===== config.mk =====
export PLATFORM = sky130hd
export DESIGN_NAME = mcpu_v2_core_flat
export DESIGN_NICKNAME = d
export VERILOG_FILES = /design/src/rtl/mcpu_v2_core_if.sv /design/src/rtl/mcpu_v2_core.sv /design/src/flat_wrapper.sv
export SDC_FILE = /design/constraint.sdc
export NUM_CORES = 2
export LEC_CHECK = 0
export ABC_CLOCK_PERIOD_IN_PS = 4700
export CORE_UTILIZATION = 40
export DETAILED_ROUTE_END_ITERATION = 8
export HOLD_SLACK_MARGIN = 0.08
export PLACE_DENSITY = 0.61
export SYNTH_ARGS = -nofsm -noshare
export SYNTH_HDL_FRONTEND = slang
export SYNTH_SLANG_ARGS = --single-unit
export TNS_END_PERCENT = 5

===== constraint.sdc =====
create_clock -name clk -period 4.7 [get_ports clk]
set_clock_uncertainty 0.05 [all_clocks]
set_input_delay 0.47 -clock clk [delete_from_list [all_inputs] [get_ports clk]]
set_output_delay 0.47 -clock clk [all_outputs]
set_load 0.1 [all_outputs]

===== src/rtl/mcpu_v2_core_if.sv =====
// Memory-port bundle between the multi-cycle core (master) and the bus/MIO controller (slave).
interface mcpu_v2_core_if;
    logic        mem_req;
    logic        mem_w;
    logic [31:0] addr_out;
    logic [31:0] data_out;
    logic [31:0] data_in;
    logic        mio_ready;

    modport master (
        output mem_req, mem_w, addr_out, data_out,
        input  data_in, mio_ready
    );

    modport slave (
        input  mem_req, mem_w, addr_out, data_out,
        output data_in, mio_ready
    );
endinterface


===== src/rtl/mcpu_v2_core.sv =====
// Multi-cycle MIPS-subset core with ready-handshaked memory port, one vectored interrupt and EPC/ERET.
// Memory-access states stall until mio_ready; every terminal state may divert into the interrupt entry.
module mcpu_v2_core #(
    parameter logic [31:0] RESET_PC   = 32'h0000_0000,
    parameter logic [31:0] INT_VECTOR = 32'h0000_0004,
    parameter bit          WORD_ALIGN = 1'b1
) (
    input  logic               clk,
    input  logic               rst_n,
    mcpu_v2_core_if.master     bus,
    input  logic               int_req,
    output logic               int_ack,
    output logic [4:0]         state,
    output logic [31:0]        pc_out,
    output logic [31:0]        inst_out,
    input  logic [4:0]         test_reg_index,
    output logic [31:0]        test_reg_result
);

    typedef enum logic [4:0] {
        S_IF   = 5'd0,  S_ID  = 5'd1,  S_MADR = 5'd2,  S_LW  = 5'd3,
        S_LWB  = 5'd4,  S_SW  = 5'd5,  S_RX   = 5'd6,  S_RWB = 5'd7,
        S_BR   = 5'd8,  S_J   = 5'd9,  S_IX   = 5'd10, S_IWB = 5'd11,
        S_JAL  = 5'd12, S_JR  = 5'd13, S_INT  = 5'd14, S_ERET = 5'd15
    } state_t;

    localparam logic [5:0] OP_RTYPE = 6'h00, OP_J    = 6'h02, OP_JAL  = 6'h03, OP_BEQ = 6'h04;
    localparam logic [5:0] OP_BNE   = 6'h05, OP_ADDI = 6'h08, OP_SLTI = 6'h0a, OP_ANDI = 6'h0c;
    localparam logic [5:0] OP_ORI   = 6'h0d, OP_LUI  = 6'h0f, OP_ERET = 6'h10, OP_LW  = 6'h23;
    localparam logic [5:0] OP_SW    = 6'h2b;
    localparam logic [5:0] FN_JR  = 6'h08, FN_ADD = 6'h20, FN_SUB = 6'h22, FN_AND = 6'h24;
    localparam logic [5:0] FN_OR  = 6'h25, FN_SLT = 6'h2a, FN_ERET = 6'h18;

    state_t      state_r, next_s;
    logic [31:0] pc_r, ir_r, mdr_r, a_r, b_r, alu_out_r, epc_r;
    logic        ie_r;
    logic [31:0] regs_r [32];

    logic [5:0]  opcode_s, funct_s;
    logic [4:0]  rs_s, rt_s, rd_s;
    logic [31:0] sext_imm_s, zext_imm_s, alu_res_s, jump_target_s;
    state_t      terminal_s;
    logic        rf_we_s;
    logic [4:0]  rf_waddr_s;
    logic [31:0] rf_wdata_s;

    assign opcode_s      = ir_r[31:26];
    assign rs_s          = ir_r[25:21];
    assign rt_s          = ir_r[20:16];
    assign rd_s          = ir_r[15:11];
    assign funct_s       = ir_r[5:0];
    assign sext_imm_s    = {{16{ir_r[15]}}, ir_r[15:0]};
    assign zext_imm_s    = {16'h0000, ir_r[15:0]};
    assign jump_target_s = {pc_r[31:28], ir_r[25:0], 2'b00};
    assign terminal_s    = (ie_r && int_req) ? S_INT : S_IF;

    // Next-state decode; terminal states leave toward fetch or the interrupt entry.
    always_comb begin
        next_s = S_IF;
        case (state_r)
            S_IF:   next_s = bus.mio_ready ? S_ID : S_IF;
            S_ID: begin
                case (opcode_s)
                    OP_RTYPE: begin
                        case (funct_s)
                            FN_ADD, FN_SUB, FN_AND, FN_OR, FN_SLT: next_s = S_RX;
                            FN_JR:                                 next_s = S_JR;
                            default:                               next_s = terminal_s;
                        endcase
                    end
                    OP_LW, OP_SW:                            next_s = S_MADR;
                    OP_BEQ, OP_BNE:                          next_s = S_BR;
                    OP_J:                                    next_s = S_J;
                    OP_JAL:                                  next_s = S_JAL;
                    OP_ADDI, OP_ANDI, OP_ORI, OP_SLTI, OP_LUI: next_s = S_IX;
                    OP_ERET: next_s = (funct_s == FN_ERET) ? S_ERET : terminal_s;
                    default:                                 next_s = terminal_s;
                endcase
            end
            S_MADR: next_s = (opcode_s == OP_LW) ? S_LW : S_SW;
            S_LW:   next_s = bus.mio_ready ? S_LWB : S_LW;
            S_SW:   next_s = bus.mio_ready ? terminal_s : S_SW;
            S_RX:   next_s = S_RWB;
            S_IX:   next_s = S_IWB;
            S_LWB, S_RWB, S_IWB, S_BR, S_J, S_JAL, S_JR: next_s = terminal_s;
            S_INT, S_ERET: next_s = S_IF;
            default: next_s = S_IF;
        endcase
    end

    // ALU shared by address calculation, R-type and I-type execution.
    always_comb begin
        alu_res_s = 32'h0000_0000;
        case (state_r)
            S_MADR: alu_res_s = a_r + sext_imm_s;
            S_RX: begin
                case (funct_s)
                    FN_ADD:  alu_res_s = a_r + b_r;
                    FN_SUB:  alu_res_s = a_r - b_r;
                    FN_AND:  alu_res_s = a_r & b_r;
                    FN_OR:   alu_res_s = a_r | b_r;
                    FN_SLT:  alu_res_s = ($signed(a_r) < $signed(b_r)) ? 32'd1 : 32'd0;
                    default: alu_res_s = 32'h0000_0000;
                endcase
            end
            S_IX: begin
                case (opcode_s)
                    OP_ADDI: alu_res_s = a_r + sext_imm_s;
                    OP_ANDI: alu_res_s = a_r & zext_imm_s;
                    OP_ORI:  alu_res_s = a_r | zext_imm_s;
                    OP_SLTI: alu_res_s = ($signed(a_r) < $signed(sext_imm_s)) ? 32'd1 : 32'd0;
                    OP_LUI:  alu_res_s = {ir_r[15:0], 16'h0000};
                    default: alu_res_s = 32'h0000_0000;
                endcase
            end
            default: alu_res_s = 32'h0000_0000;
        endcase
    end

    // Register-file write port selection.
    always_comb begin
        rf_we_s    = 1'b0;
        rf_waddr_s = 5'd0;
        rf_wdata_s = 32'h0000_0000;
        case (state_r)
            S_LWB: begin rf_we_s = 1'b1; rf_waddr_s = rt_s;  rf_wdata_s = mdr_r;     end
            S_RWB: begin rf_we_s = 1'b1; rf_waddr_s = rd_s;  rf_wdata_s = alu_out_r; end
            S_IWB: begin rf_we_s = 1'b1; rf_waddr_s = rt_s;  rf_wdata_s = alu_out_r; end
            S_JAL: begin rf_we_s = 1'b1; rf_waddr_s = 5'd31; rf_wdata_s = pc_r;      end
            default: rf_we_s = 1'b0;
        endcase
    end

    // Register file; R0 is never written so it always reads zero.
    always_ff @(posedge clk or negedge rst_n) begin
        if (!rst_n) begin
            for (int i = 0; i < 32; i++) regs_r[i] <= 32'h0000_0000;
        end else if (rf_we_s && (rf_waddr_s != 5'd0)) begin
            regs_r[rf_waddr_s] <= rf_wdata_s;
        end
    end

    // State register and datapath latches.
    always_ff @(posedge clk or negedge rst_n) begin
        if (!rst_n) begin
            state_r   <= S_IF;
            pc_r      <= RESET_PC;
            ir_r      <= 32'h0000_0000;
            mdr_r     <= 32'h0000_0000;
            a_r       <= 32'h0000_0000;
            b_r       <= 32'h0000_0000;
            alu_out_r <= 32'h0000_0000;
            epc_r     <= 32'h0000_0000;
            ie_r      <= 1'b1;
        end else begin
            state_r <= next_s;
            case (state_r)
                S_IF: begin
                    if (bus.mio_ready) begin
                        ir_r <= bus.data_in;
                        pc_r <= pc_r + 32'd4;
                    end
                end
                S_ID: begin
                    a_r       <= regs_r[rs_s];
                    b_r       <= regs_r[rt_s];
                    alu_out_r <= pc_r + {sext_imm_s[29:0], 2'b00};
                end
                S_MADR, S_RX, S_IX: alu_out_r <= alu_res_s;
                S_LW:  if (bus.mio_ready) mdr_r <= bus.data_in;
                S_BR:  if ((a_r == b_r) ^ (opcode_s == OP_BNE)) pc_r <= alu_out_r;
                S_J, S_JAL: pc_r <= jump_target_s;
                S_JR:  pc_r <= a_r;
                S_INT: begin
                    epc_r <= pc_r;
                    pc_r  <= INT_VECTOR;
                    ie_r  <= 1'b0;
                end
                S_ERET: begin
                    pc_r <= epc_r;
                    ie_r <= 1'b1;
                end
                default: ;
            endcase
        end
    end

    // Bus strobes decode straight from the state register so reset drops them at once.
    assign bus.mem_req  = (state_r == S_IF) || (state_r == S_LW) || (state_r == S_SW);
    assign bus.mem_w    = (state_r == S_SW);
    assign bus.addr_out = (state_r == S_IF) ? pc_r
                        : (WORD_ALIGN ? {alu_out_r[31:2], 2'b00} : alu_out_r);
    assign bus.data_out = b_r;

    assign int_ack         = (state_r == S_INT);
    assign state           = state_r;
    assign pc_out          = pc_r;
    assign inst_out        = ir_r;
    assign test_reg_result = regs_r[test_reg_index];

endmodule


===== src/flat_wrapper.sv =====
// flat-port wrapper written by rule: the top's interface ports become plain ports
module mcpu_v2_core_flat 
#(
    parameter logic [31:0] RESET_PC   = 32'h0000_0000,
    parameter logic [31:0] INT_VECTOR = 32'h0000_0004,
    parameter bit          WORD_ALIGN = 1'b1
)
  (clk, rst_n, int_req, int_ack, state, pc_out, inst_out, test_reg_index, test_reg_result, bus_mem_req, bus_mem_w, bus_addr_out, bus_data_out, bus_data_in, bus_mio_ready);
  mcpu_v2_core_if bus_i ();
  input  logic clk;
  input  logic rst_n;
  input  logic int_req;
  output logic int_ack;
  output logic [4:0] state;
  output logic [31:0] pc_out;
  output logic [31:0] inst_out;
  input  logic [4:0] test_reg_index;
  output logic [31:0] test_reg_result;
  output wire logic [$bits(bus_i.mem_req)-1:0] bus_mem_req;
  output wire logic [$bits(bus_i.mem_w)-1:0] bus_mem_w;
  output wire logic [$bits(bus_i.addr_out)-1:0] bus_addr_out;
  output wire logic [$bits(bus_i.data_out)-1:0] bus_data_out;
  input wire logic [$bits(bus_i.data_in)-1:0] bus_data_in;
  input wire logic [$bits(bus_i.mio_ready)-1:0] bus_mio_ready;
  assign bus_mem_req = bus_i.mem_req;
  assign bus_mem_w = bus_i.mem_w;
  assign bus_addr_out = bus_i.addr_out;
  assign bus_data_out = bus_i.data_out;
  assign bus_i.data_in = bus_data_in;
  assign bus_i.mio_ready = bus_mio_ready;
  mcpu_v2_core #(.RESET_PC(RESET_PC), .INT_VECTOR(INT_VECTOR), .WORD_ALIGN(WORD_ALIGN)) u_core (.clk(clk), .rst_n(rst_n), .bus(bus_i), .int_req(int_req), .int_ack(int_ack), .state(state), .pc_out(pc_out), .inst_out(inst_out), .test_reg_index(test_reg_index), .test_reg_result(test_reg_result));
endmodule

Word-level counts from Yosys, hierarchy flattened
Index checks and enable logic that the tools add are counted.

Memories kept: 0. Output and inout bits: 168. Register bits: 1254. Word-level logic and storage cells: 162. Memory bits (writable): 0. Input port bits: 41. Bits in latches: 0. Memory bits (read-only): 0.

Bitwise operators: 10. Add/subtract/negate cells: 5. Divide/modulo/power cells: 0. $lt $le $gt $ge: 7. Shift operators: 0. Mux-type cells: 35. Reduce and logical (&&, ||, !) cells: 26. Eq/ne operators: 37. $mul: 0.

Operators with widths (count): bitwise mux 1024 bit (1); binary-select mux 32 bit (select 5 bit) (3); 2-to-1 mux 32 bit (10); one-hot mux 32 bit (5 select lines) (2); one-hot mux 32 bit (3 select lines) (2); one-hot mux 32 bit (6 select lines) (1); demux 32 bit (select 5 bit) (1); adder 32 bit (3); one-hot mux 32 bit (2 select lines) (1); == test 6 bit, second input constant (7); == test 5 x 4 -> 1 bit, second input constant (8); one-hot mux 5 bit (8 select lines) (1); == test 6 x 4 -> 1 bit, second input constant (6); one-hot mux 5 bit (7 select lines) (1); adder 32 x 3 -> 32 bit, second input constant (1); AND 32 x 16 -> 32 bit (1); AND 32 bit (1); == test 32 bit (1); < comparator 32 x 16 -> 1 bit (1); < comparator 32 bit (1); bitwise OR 32 x 16 -> 32 bit (1); bitwise OR 32 bit (1); subtractor 32 bit (1); greater-or-equal comparator 6 bit, second input constant (4); other kinds (34) (60).

Longest topological paths before layout
Word-level depth: 9. Depth in mapped cells: 14. Mapped depth without buffers: 13.

Worst setup path before layout
Ideal clock, no wire load.

Kind: register to register. Start: reg u_core.ir_r[15] (netlist: u_core.inst_out[15]). End: reg u_core.alu_out_r[25]. Setup slack: 0.044 ns. Arrival time: 4.470 ns. Stages on the path, launching flop included: 14. Cells stage by stage: dfrtp_1 -> inv_1 -> ha_1 -> clkbuf_1 -> inv_1 -> a21o_1 -> a21oi_1 -> o21ai_0 -> a221o_1 -> a21oi_1 -> o31ai_1 -> xnor2_1 -> a221oi_1 -> o22ai_1.

Word-level cells in the longest chain between the ends: 4. Elaborated cells on any way between the ends: 5. Classes of those cells: add/sub: 2; mux: 3.

RTL lines: start, declared (RTL line mcpu_v2_core.sv:35) `logic [31:0] pc_r, ir_r, mdr_r, a_r, b_r, alu_out_r, epc_r;`; start signal, assigned (RTL line mcpu_v2_core.sv:160) `ir_r <= bus.data_in;`; adder 32 bit (RTL line mcpu_v2_core.sv:95, mcpu_v2_core.sv:108); one-hot mux 32 bit (5 select lines) (RTL line mcpu_v2_core.sv:107) `case (opcode_s)`; one-hot mux 32 bit (3 select lines) (RTL line mcpu_v2_core.sv:94) `case (state_r)`; one-hot mux 32 bit (2 select lines) (*) (RTL line mcpu_v2_core.sv:157) `case (state_r)`; end signal, assigned (RTL line mcpu_v2_core.sv:167) `alu_out_r <= pc_r + {sext_imm_s[29:0], 2'b00};`; end signal, assigned (RTL line mcpu_v2_core.sv:169) `S_MADR, S_RX, S_IX: alu_out_r <= alu_res_s;`; end, declared (RTL line mcpu_v2_core.sv:35).

Mark *: on every way between the ends. The rest lies on a longest branch, timed or not. A chain may end at the register's enable or synchronous reset.

Worst setup path after layout
Start: reg u_core.ir_r[2] (netlist: u_core.inst_out[2]). End: reg u_core.alu_out_r[29].

Word-level cells in the longest chain between the ends: 4. Elaborated cells on any way between the ends: 11. Classes of those cells: add/sub: 2; eq/ne: 5; mux: 4.

RTL lines (RTL line): adder 32 bit / == test 6 bit (equally long branches) (mcpu_v2_core.sv:95, mcpu_v2_core.sv:108, mcpu_v2_core.sv:97); one-hot mux 32 bit (5 select lines) (on tied branches) (mcpu_v2_core.sv:107, mcpu_v2_core.sv:97); one-hot mux 32 bit (3 select lines) (mcpu_v2_core.sv:94); one-hot mux 32 bit (2 select lines) (*) (mcpu_v2_core.sv:157).

Marked as above.

==> results.txt <==
Post-Syn Area -> 0.0801 mm^2
CTS buffer count -> 142
Yosys top cell by area -> dfrtp_1
IO Pins -> 209
CTS resizes -> 0
Die Area -> 0.202 mm^2
initial antenna violation count -> 25
Final #Nets -> 7,518
Max-Cap Viols -> 0
synth top area cells -> dfrtp_1 39%, mux4_2 27%, o21ai_0 4.6%
GRT Total Usage -> 31.3%
cell count after synthesis -> 7,305
Iter 0 DRT Violations -> 8,698
Avg Inst Size Synth -> 11.0 um^2
power density cells -> 658 mW/mm^2
leakage power figure -> 37.3 nW
Die Ht -> 449 um
HPWL Detailed -> 211,000 um
Final GP Congestion -> 0.999
first-pass GRT wire length -> 461,000 um
H-tree depth -> 4
CP max stage cell -> o21ai_0
Tot Pwr -> 60.0 mW
non-filler cells, final -> 10,013
CP top delay family -> compound AO/OA/AOI/OAI gates
DR vias -> 65,309
fmax -> 224 MHz
syn nets -> 7,570
Reg clk slew, reported paths -> 0.06 ns
setup TNS -> 0 ns
number of synthesized flops with an enable pin -> 0
layout cells sized above 1 -> 23.8%
Inst Count DP -> 9,748
worst slack, placed -> 0.425 ns
CP Max Fanout -> 11
Skew-Pair Late Insertion Delay -> 0.83 ns
yosys warns -> 0
count of final setup violators -> 0
final core utilization -> 46.0%
CTS root buf -> clkbuf_16
Worst slew margin -> 18.2%
routed wire length -> 318,000 um
failing checks -> DRC
maximum number of pins on one net before global-route repair -> 143
pins over their slew limit -> 0
DRC viols -> 2
Rows -> 163
status -> finished, violations left
CTS tree -> built
Initial Util -> 40.4%
Core ar. -> 0.198 mm^2
final hold violation count -> 0
number of global-route vias before repair -> 63,688
critical path launch point type -> flip-flop
FFs w/ async S/R, synth -> 100%
RSZ-0062 raised after global routing -> no
Hold Path Class -> primary input to flip-flop
WS Path Type -> flip-flop to flip-flop
routed len/inst -> 31.7 um
FF+latch count, synth -> 1,253
vias per cell -> 6.52
CP cell instances -> ha_1, o21ai_0, o21ai_0, a211oi_1, buf_4, o311a_1, o311ai_1, a21oi_1, a21oi_1, nor2_1, a2111oi_0, o22ai_1
Worst Path Buf+Inv -> 1
width of the die -> 449 um
Worst Tran Pin Value -> 1.23 ns
final cycle utilization of the critical path -> 95.1%
remaining global-route overflow -> 0
Final Worst Setup Slack -> 0.232 ns
Post-synth top cells -> 1,252 x dfrtp_1, 960 x mux4_2, 933 x nand2_1
post-synth cell types -> 90
DRT Pass-1 Iters -> 9
number of nets with antenna violations after routing -> 0
post-synthesis sequential area ratio -> 39.1%
CP Data Required Time -> 5.31 ns
top-area cell type share of the netlist area -> 39.1%
dominant synthesized flop cell -> dfrtp_1
crit-path max cell delay -> 0.81 ns
crit end category -> flip-flop
Area Overhead vs Synth -> 13.7%
maximum vdd ir drop -> 454 uV
Port Buf Inserts -> 207
Arr. time, crit path -> 5.08 ns
most common cell in the netlist -> dfrtp_1
CTS Buffer Depth -> 3
clk sinks -> 1,253
Period minus WS final -> 4.47 ns
==> worst reg2reg max path, delay by kind of cell (launching register included) <==
kind            cells  cell delay [ns]
buf+inv             1             0.20
flops               1             0.60
compound gates      9             2.94
fa+ha+maj           1             0.46
simple gates        1             0.10
==> metal layers <==
layer  wire length [um]  vias up  GRT usage (%)
li1                   -    27150              -
met1             122000    33433           41.0
met2             146000     3873           48.6
met3              30700      839           6.90
met4              18600       14           16.4
met5                106        -              0
==> cell families (layout without fill, tap and decap cells) <==
kind of cell             Yosys count  after routing  synth area share (%)
AND/OR/NAND/NOR                 1886           1886                  9.63
other                              1              7               0.00468
XOR/XNOR                          87             87                 0.951
flip-flops                      1253           1253                  39.1
multiplexers                    1129           1129                  29.3
buffers and inverters            858            920                  4.14
adder cells (fa/ha/maj)          224            224                  3.54
AO/OA/AOI/OAI                   1867           1867                  13.3
==> layout make-up <==
type                       count  area [um^2]
fill                       18016       107000
multi-input combinational   5194        45700
sequential                  1253        31400
timing repair buffer         514         5270
clock buffer                 198         4100
tap                         2640         3300
clock inverter                60          738
inverter                     148          556
antenna                        6         15.0
==> what timing repair did <==
action | in CTS | in global routing
hold buffers | 1 | 0
hold endpoints to repair | 99 | 0
setup buffers | 0 | 0
==> power by group <==
group | switching (mW) | internal, mW
clock network | 4.93 | 6.74
logic | 20.3 | 11.6
registers | 3.29 | 13.1
==> worst paths after layout <==
kind                                startpoint                   end  slack (ns)  cells past startpoint
max                         u_core.inst_out[2]  u_core.alu_out_r[29]        0.23                     12
min                            bus_data_in[21]   u_core.inst_out[21]        0.19                      3
max reg2reg                 u_core.inst_out[2]  u_core.alu_out_r[29]        0.23                     12
min reg2reg                u_core.regs_r[1010]   u_core.regs_r[1010]        0.36                      0
max in group asynchronous                rst_n    u_core.inst_out[0]        3.00                      3
min in group asynchronous                rst_n    u_core.regs_r[369]        0.25                      2
==> stage by stage <==
step / hold slack [ns] / area [um^2]
finish: 0.190 / 91100
global route: 0.189 / 91100
CTS: 0.151 / 91100
detailed placement: 0.353 / 86300
global placement: 0.343 / 86300
floorplan: 0.124 / 80100
==> sequential cells by signal, summed over array words and instances, names as in the netlist, 32 cells and up <==
register and count:
u_core.epc_r 32, u_core.pc_out 32, u_core.a_r 32, u_core.mdr_r 32, u_core.bus.data_out 32, u_core.inst_out 32, u_core.alu_out_r 32, u_core.regs_r 1024
==> layout by cell type, fill, tap and decap left out, types with 20 or more instances in the layout <==
cell / count
dfrtp_1: 1241
mux4_2: 960
nand2_1: 920
o21ai_0: 740
a21oi_1: 702
nor2_1: 665
buf_4: 295
ha_1: 220
inv_1: 147
clkbuf_16: 143
clkdlybuf4s50_1: 129
mux2_2: 94
buf_12: 84
mux2i_1: 75
xnor2_1: 68
a222oi_1: 60
nand3_1: 56
a21o_1: 41
nor3_1: 38
o22ai_1: 35
a22oi_1: 33
clkbuf_8: 31
nand2b_1: 28
a211oi_1: 26
clkinv_2: 26
a31oi_1: 25
nand4_1: 25
o21bai_1: 25
clkbuf_1: 24
nor2b_1: 20
Note: power is estimated with default switching activity, not from simulation.
